<file path="src/rtl/msx_mapper_pkg.sv">
// msx_mapper_pkg: shared types and constants for the MSX mapper / PSRAM bridge.
// Holds the bridge FSM state encoding, segment register reset values and the
// MSX idle data-bus value.
package msx_mapper_pkg;

  typedef enum logic [2:0] {
    IDLE    = 3'd0,
    REQ_R   = 3'd1,
    REQ_W   = 3'd2,
    GUARD   = 3'd3,
    WAIT    = 3'd4,
    HOLD    = 3'd5,
    IO_HOLD = 3'd6
  } mapper_state_e;

  // Power-on mapping: page 0 -> segment 3, page 1 -> 2, page 2 -> 1, page 3 -> 0.
  localparam logic [7:0] SEG_RST_0 = 8'd3;
  localparam logic [7:0] SEG_RST_1 = 8'd2;
  localparam logic [7:0] SEG_RST_2 = 8'd1;
  localparam logic [7:0] SEG_RST_3 = 8'd0;

  // Value an undriven MSX data bus reads as.
  localparam logic [7:0] MSX_IDLE_DATA = 8'hFF;

endpackage

</file>
<file path="src/rtl/msx_mapper_bridge_regfile.sv">
// mapper_regfile: four SEG_BITS-wide segment registers with a synchronous
// write port and a combinational read port. The read port doubles as the
// page-to-segment select (rd_sel = addr[15:14]) or the I/O readback select.
module mapper_regfile
  import msx_mapper_pkg::*;
#(
  parameter int SEG_BITS = 8
) (
  input  logic                clk_72m,
  input  logic                bus_reset_n,
  input  logic                wr_en,
  input  logic [1:0]          wr_sel,
  input  logic [SEG_BITS-1:0] wr_data,
  input  logic [1:0]          rd_sel,
  output logic [SEG_BITS-1:0] rd_data
);

  logic [SEG_BITS-1:0] seg_q [4];

  // Segment registers: reset to the power-on mapping, written by mapper OUTs.
  always_ff @(posedge clk_72m) begin
    if (!bus_reset_n) begin
      seg_q[0] <= SEG_RST_0[SEG_BITS-1:0];
      seg_q[1] <= SEG_RST_1[SEG_BITS-1:0];
      seg_q[2] <= SEG_RST_2[SEG_BITS-1:0];
      seg_q[3] <= SEG_RST_3[SEG_BITS-1:0];
    end else if (wr_en) begin
      seg_q[wr_sel] <= wr_data;
    end
  end

  // Combinational read / page select.
  always_comb begin
    rd_data = seg_q[rd_sel];
  end

endmodule

</file>
<file path="src/rtl/msx_mapper_bridge.sv">
// msx_mapper_bridge: MSX memory mapper plus single-shot PSRAM byte bridge.
// Optional build macro: MSX_MAPPER_READBACK_EN enables I/O readback of the
// segment registers (upper unused bits read as 1).
//
// PSRAM handshake: psram_read / psram_write are one-cycle request pulses with
// psram_addr / psram_din stable from the pulse until the next request. The
// controller may raise psram_busy up to one cycle late (hence GUARD); a
// request is complete on the first WAIT cycle that sees psram_busy=0.
module msx_mapper_bridge
  import msx_mapper_pkg::*;
#(
  parameter int         SEG_BITS     = 8,
  parameter int         PSRAM_ADDR_W = 22,
  parameter logic [7:0] IO_BASE      = 8'hFC,
  parameter int         TIMEOUT_CYC  = 255
) (
  input  logic                    clk_72m,
  input  logic                    bus_reset_n,
  input  logic [15:0]             bus_addr,
  input  logic [7:0]              bus_din,
  input  logic                    bus_mreq_n,
  input  logic                    bus_iorq_n,
  input  logic                    bus_rd_n,
  input  logic                    bus_wr_n,
  input  logic                    bus_sltsl_n,
  input  logic                    bus_rfsh_n,
  output logic [7:0]              bus_dout,
  output logic                    bus_data_reverse,
  output logic                    psram_read,
  output logic                    psram_write,
  output logic [PSRAM_ADDR_W-1:0] psram_addr,
  output logic [15:0]             psram_din,
  input  logic [15:0]             psram_dout,
  input  logic                    psram_busy,
  output logic                    timeout_err,
  output logic                    fsm_busy
);

  localparam int CNT_W = (TIMEOUT_CYC < 1) ? 1 : $clog2(TIMEOUT_CYC + 1);

  mapper_state_e state_q, state_d;

  logic             mem_rd_q, mem_rd_p, mem_wr_q, mem_wr_p, io_wr_q, io_wr_p;
  logic             mem_rd_rise, mem_wr_rise, io_wr_rise, io_hit;
  logic             op_read_q;
  logic [CNT_W-1:0] cnt_q;
  logic [1:0]       seg_sel;
  logic [SEG_BITS-1:0] seg_val;
  logic [PSRAM_ADDR_W-1:0] addr_next;

  assign io_hit      = (bus_addr[7:2] == IO_BASE[7:2]);
  assign mem_rd_rise = mem_rd_q & ~mem_rd_p;
  assign mem_wr_rise = mem_wr_q & ~mem_wr_p;
  assign io_wr_rise  = io_wr_q & ~io_wr_p;

  // Register qualified strobes once, and keep the previous sample for edges.
  always_ff @(posedge clk_72m) begin
    if (!bus_reset_n) begin
      mem_rd_q <= 1'b0;
      mem_rd_p <= 1'b0;
      mem_wr_q <= 1'b0;
      mem_wr_p <= 1'b0;
      io_wr_q  <= 1'b0;
      io_wr_p  <= 1'b0;
    end else begin
      mem_rd_q <= ~bus_mreq_n & ~bus_rd_n & ~bus_sltsl_n & bus_rfsh_n;
      mem_wr_q <= ~bus_mreq_n & ~bus_wr_n & ~bus_sltsl_n & bus_rfsh_n;
      io_wr_q  <= ~bus_iorq_n & ~bus_wr_n & io_hit;
      mem_rd_p <= mem_rd_q;
      mem_wr_p <= mem_wr_q;
      io_wr_p  <= io_wr_q;
    end
  end

`ifdef MSX_MAPPER_READBACK_EN
  logic       io_rd_q, io_rd_p, io_rd_rise;
  logic [7:0] readback;

  assign io_rd_rise = io_rd_q & ~io_rd_p;

  // Registered I/O read strobe and its edge history.
  always_ff @(posedge clk_72m) begin
    if (!bus_reset_n) begin
      io_rd_q <= 1'b0;
      io_rd_p <= 1'b0;
    end else begin
      io_rd_q <= ~bus_iorq_n & ~bus_rd_n & io_hit;
      io_rd_p <= io_rd_q;
    end
  end

  // Readback select wins only when no memory trigger claims the read port.
  always_comb begin
    readback               = 8'hFF;
    readback[SEG_BITS-1:0] = seg_val;
    seg_sel                = bus_addr[15:14];
    if (state_q == IO_HOLD ||
        (state_q == IDLE && !mem_wr_rise && !mem_rd_rise)) begin
      seg_sel = bus_addr[1:0];
    end
  end
`else
  // Read port only ever serves page-to-segment translation.
  always_comb begin
    seg_sel = bus_addr[15:14];
  end
`endif

  mapper_regfile #(.SEG_BITS(SEG_BITS)) u_regfile (
    .clk_72m     (clk_72m),
    .bus_reset_n (bus_reset_n),
    .wr_en       (io_wr_rise),
    .wr_sel      (bus_addr[1:0]),
    .wr_data     (bus_din[SEG_BITS-1:0]),
    .rd_sel      (seg_sel),
    .rd_data     (seg_val)
  );

  // PSRAM byte address: {zero pad, segment, page offset}.
  always_comb begin
    addr_next                     = '0;
    addr_next[13:0]               = bus_addr[13:0];
    addr_next[SEG_BITS+13:14]     = seg_val;
  end

  // FSM state register.
  always_ff @(posedge clk_72m) begin
    if (!bus_reset_n) state_q <= IDLE;
    else              state_q <= state_d;
  end

  // FSM next-state logic.
  always_comb begin
    state_d = state_q;
    case (state_q)
      IDLE: begin
        if (mem_wr_rise)      state_d = REQ_W;
        else if (mem_rd_rise) state_d = REQ_R;
`ifdef MSX_MAPPER_READBACK_EN
        else if (io_rd_rise)  state_d = IO_HOLD;
`endif
      end
      REQ_R, REQ_W: state_d = GUARD;
      GUARD:        state_d = WAIT;
      WAIT: begin
        if (!psram_busy || cnt_q == CNT_W'(TIMEOUT_CYC)) state_d = HOLD;
      end
      HOLD: begin
        if (op_read_q ? !mem_rd_q : !mem_wr_q) state_d = IDLE;
      end
`ifdef MSX_MAPPER_READBACK_EN
      IO_HOLD: if (!io_rd_q) state_d = IDLE;
`endif
      default: state_d = IDLE;
    endcase
  end

  // Datapath: request latch, busy timeout counter, read data and error flag.
  always_ff @(posedge clk_72m) begin
    if (!bus_reset_n) begin
      psram_addr  <= '0;
      psram_din   <= '0;
      bus_dout    <= MSX_IDLE_DATA;
      timeout_err <= 1'b0;
      cnt_q       <= '0;
      op_read_q   <= 1'b0;
    end else begin
      if (state_q == IDLE && (state_d == REQ_R || state_d == REQ_W)) begin
        psram_addr <= addr_next;
        psram_din  <= {bus_din, bus_din};
        op_read_q  <= (state_d == REQ_R);
      end
      if (state_q == GUARD) cnt_q <= '0;
      if (state_q == WAIT) begin
        if (!psram_busy) begin
          if (op_read_q) bus_dout <= psram_addr[0] ? psram_dout[15:8] : psram_dout[7:0];
        end else if (cnt_q == CNT_W'(TIMEOUT_CYC)) begin
          timeout_err <= 1'b1;
          if (op_read_q) bus_dout <= MSX_IDLE_DATA;
        end else begin
          cnt_q <= cnt_q + 1'b1;
        end
      end
`ifdef MSX_MAPPER_READBACK_EN
      if (state_d == IO_HOLD) bus_dout <= readback;
`endif
    end
  end

  assign psram_read       = (state_q == REQ_R);
  assign psram_write      = (state_q == REQ_W);
  assign bus_data_reverse = (state_q == HOLD && op_read_q) || (state_q == IO_HOLD);
  assign fsm_busy         = (state_q != IDLE);

endmodule
</file>
<file path="config.mk">
export PLATFORM = sky130hd
export DESIGN_NAME = msx_mapper_bridge
export DESIGN_NICKNAME = d
export VERILOG_FILES = /design/src/rtl/msx_mapper_pkg.sv /design/src/rtl/msx_mapper_bridge_regfile.sv /design/src/rtl/msx_mapper_bridge.sv
export SDC_FILE = /design/constraint.sdc
export NUM_CORES = 1
export LEC_CHECK = 0
export ABC_AREA = 1
export CAP_MARGIN = 20
export CORE_ASPECT_RATIO = 1.5
export CORE_UTILIZATION = 54
export CTS_CLUSTER_DIAMETER = 150
export CTS_CLUSTER_SIZE = 10
export DETAILED_ROUTE_END_ITERATION = 7
export DONT_BUFFER_PORTS = 1
export GPL_ROUTABILITY_DRIVEN = 0
export MAX_ROUTING_LAYER = met4
export PLACE_DENSITY = 0.69
export SLEW_MARGIN = 10
export SYNTH_ARGS = -nofsm -noshare
export SYNTH_HDL_FRONTEND = slang
export SYNTH_HIERARCHICAL = 1
export SYNTH_SLANG_ARGS = --single-unit
</file>
<file path="constraint.sdc">
create_clock -name clk_72m -period 2.1 [get_ports clk_72m]
set_clock_uncertainty 0.05 [all_clocks]
set_input_delay 0.42 -clock clk_72m [delete_from_list [all_inputs] [get_ports clk_72m]]
set_output_delay 0.42 -clock clk_72m [all_outputs]
set_load 0.005 [all_outputs]
</file>
==> results.cfg <==
[synthesis]
synthXorXnorAreaFrac = 0
yosysWarnings = 6
synthSimpleGateAreaFrac = 0.323
synthDominantCellAreaShare = 0.261
synth_fa_ha_area_frac = 0.00287
synth_compound_area_frac = 0.0788
synth_top_family_by_area = simple AND/OR/NAND/NOR gates
synth-seq-cells = 89
syn_area_mm2 = 0.00437
synthTopCellsByArea = dfxtp_1 (26%), edfxtp_1 (22%), nand2_1 (11%), nand3_1 (6.0%), inv_1 (5.1%)
yosys.area.top_type = dfxtp_1
synthMuxAreaShare = 0
syn_nets = 561
avgSynthCellArea_um2 = 8.55
seq_area_frac_synth = 0.481
synth_cells = 511
synthDistinctLibCells = 35

[critical_path]
crit_buf_inv = 1
critPathKind = flip-flop to output port
crit_family = flip-flops
r2r_slack_ps = 430
crit_required_ps = 1630
slowest_delay_ps = 450
crit_chain = inv_2, nor3_1, nand2_1, o21ai_0
cp.arrival_ps = 1340
startpoint_type = flip-flop
slowest_stage = dfxtp_1
crit_path_max_fanout = 6
crit_path_end_kind = output port

[detailed_routing]
wl_mm = 9.40
drtAntennaViolNets = 0
routedWlPerCell_um = 15.5
first_pass_iters = 4
drcViolationCount = 0
vias = 3264
viasPerCell = 5.38
initialDrtViolationCount = 197

[grt]
grt_max_degree = 34
grt-ovfl-total = 0
grt_first_pass_wirelength_mm = 15.4
grtUsageTotal = 0.254
grt_pass1_vias = 3271
antenna_found_initial = 0

[cts]
ctsHoldBuffers = 0
cts_setup_buffers = 0
cts.reportedPaths.clkPinSlew_ps = 60
cts_root_buf = clkbuf_16
post_cts_resized = 0
h-tree-depth = 3
numCtsBuffers = 9
clkLatencyLatePin_ps = 340
clockBufferDepth = 2
cts_tree = built
clock_sinks = 89

[floorplanning]
start_util = 0.566
die_y_um = 112
dieArea_mm2 = 0.00846
rows = 39
die-width_um = 75.4
coreArea_mm2 = 0.00771
io_pins = 100

[run]
maxCapViolCount = 0

[power]
intPower_w = 0.00283
combPwrFrac = 0.071
power.switching_w = 0.000844
power.share.clock = 0.424
leakage_nw = 1.91
max-vdd-ir-drop_v = 0.000532
pwr-share-seq = 0.505
p_per_area_mw_per_mm2 = 801
swShare = 0.230

[timing]
finalMaxSlewViolations = 0
max_freq_mhz = 551
setup_slack_ps = 285
finalHoldViolCount = 0
min_period_ps = 1810
grt_setup_unrepaired = false
slew_headroom = 0.672
setup-tns-final_ps = 0
setup_violations = 0
hold_ws_ps = 98.1
worstMarginPinSlew_ps = 491
fin_crit_sh = 0.864

[final_layout]
area_delta_synth_final_pct = 4.99
nets = 550
drive_above_1_share = 0.186
diodes = 0

[placed_design]
dp_hpwl_mm = 6.83
io_buffers = 0
place_ws_ps = 433

[status]
status = completed

[worst_hold_path]
hp-class = input port to flip-flop
## cell usage in the layout (no fill, tap or decap), types with 2 or more instances in the layout
| master | Yosys | routed |
|---|---|---|
| nand3_1 | 52 | 52 |
| edfxtp_1 | 32 | 32 |
| a21oi_1 | 20 | 20 |
| inv_2 | 6 | 6 |
| nor2_2 | 6 | 6 |
| a21oi_2 | 19 | 19 |
| a211oi_2 | 2 | 2 |
| nor4_1 | 3 | 3 |
| nor2_8 | 2 | 2 |
| clkbuf_8 | 0 | 4 |
| inv_1 | 59 | 58 |
| nand2_1 | 132 | 132 |
| buf_4 | 12 | 5 |
| nor2_1 | 39 | 39 |
| nand2_4 | 8 | 8 |
| o21ai_0 | 5 | 5 |
| clkinv_1 | 1 | 2 |
| clkinv_2 | 0 | 2 |
| nand3_2 | 19 | 19 |
| dfxtp_1 | 57 | 57 |
| nor2_4 | 4 | 4 |
| clkbuf_16 | 0 | 9 |
| nor3_1 | 3 | 3 |
| nand2_2 | 5 | 5 |
## cell families after synthesis
group,Yosys count
buffers and inverters,94
adders and majority gates,1
and+or+nand+nor,277
AOI/OAI and AO/OA,50
DFF,89
## worst paths after layout
check,from,endpoint,cells after the start
max,state_q[2],bus_data_reverse,4
min,bus_sltsl_n,mem_rd_q,1
max reg2reg,io_wr_q,u_regfile/seg_q[1][6],6
min reg2reg,mem_wr_q,mem_wr_p,2
## flip-flops by register name, summed over array words and instances, names as in the netlist, 3 cells and up
| register | count |
|---|---|
| cnt_q | 8 |
| psram_din | 8 |
| u_regfile/seg_q | 32 |
| bus_dout | 8 |
| state_q | 3 |
| psram_addr | 22 |
## layout make-up
class	instances	area, µm²
clock buffer	14	284
clock inverter	2	10.0
fill	715	3130
inverter	67	254
multi-input combinational	328	1770
sequential	89	2100
tap	102	128
timing repair buffer	5	37.5
## routing by layer
layer  global-route usage  vias up  part of all wire
li1                     -     1610                 -
met5                    -        -                 0
met4                0.136        0             0.037
met2                0.433       99              0.55
met1                0.260     1532              0.36
met3               0.0610       23             0.050
## power groups by stage
stage               Sequential [W]  Combinational [W]  Clock, W
finish                     0.00186           0.000260   0.00156
global route               0.00186           0.000292   0.00166
CTS                        0.00185           0.000263   0.00159
detailed placement         0.00189           0.000262         0
global placement           0.00189           0.000255         0
floorplan                  0.00188           0.000235         0
## through the flow
stage	area, µm²	cells	util	total power [W]
floorplan	4370	511	-	0.00212
global placement	4290	591	0.556	0.00215
detailed placement	4290	591	0.556	0.00215
CTS	4580	607	0.595	0.00371
global route	4580	607	0.595	0.00381
finish	4580	607	0.595	0.00367
## Yosys cell counts
library cell and number:
nand2_1 132, inv_1 59, dfxtp_1 57, nand3_1 52, nor2_1 39, edfxtp_1 32
a21oi_1 20, a21oi_2 19, nand3_2 19, buf_4 12, nand2_4 8, inv_2 6
nor2_2 6, buf_12 5, buf_2 5, nand2_2 5, o21ai_0 5, clkbuf_1 4
nor2_4 4, nor3_1 3, nor4_1 3, a211oi_2 2, nor2_8 2, a21boi_0 1
a31oi_1 1, a41oi_1 1, buf_6 1, clkinv_1 1, ha_1 1, inv_4 1
nand3_4 1, nand3b_1 1, nor3_2 1, nor3b_1 1, o21ai_1 1
Note: power is estimated with default switching activity, not from simulation.
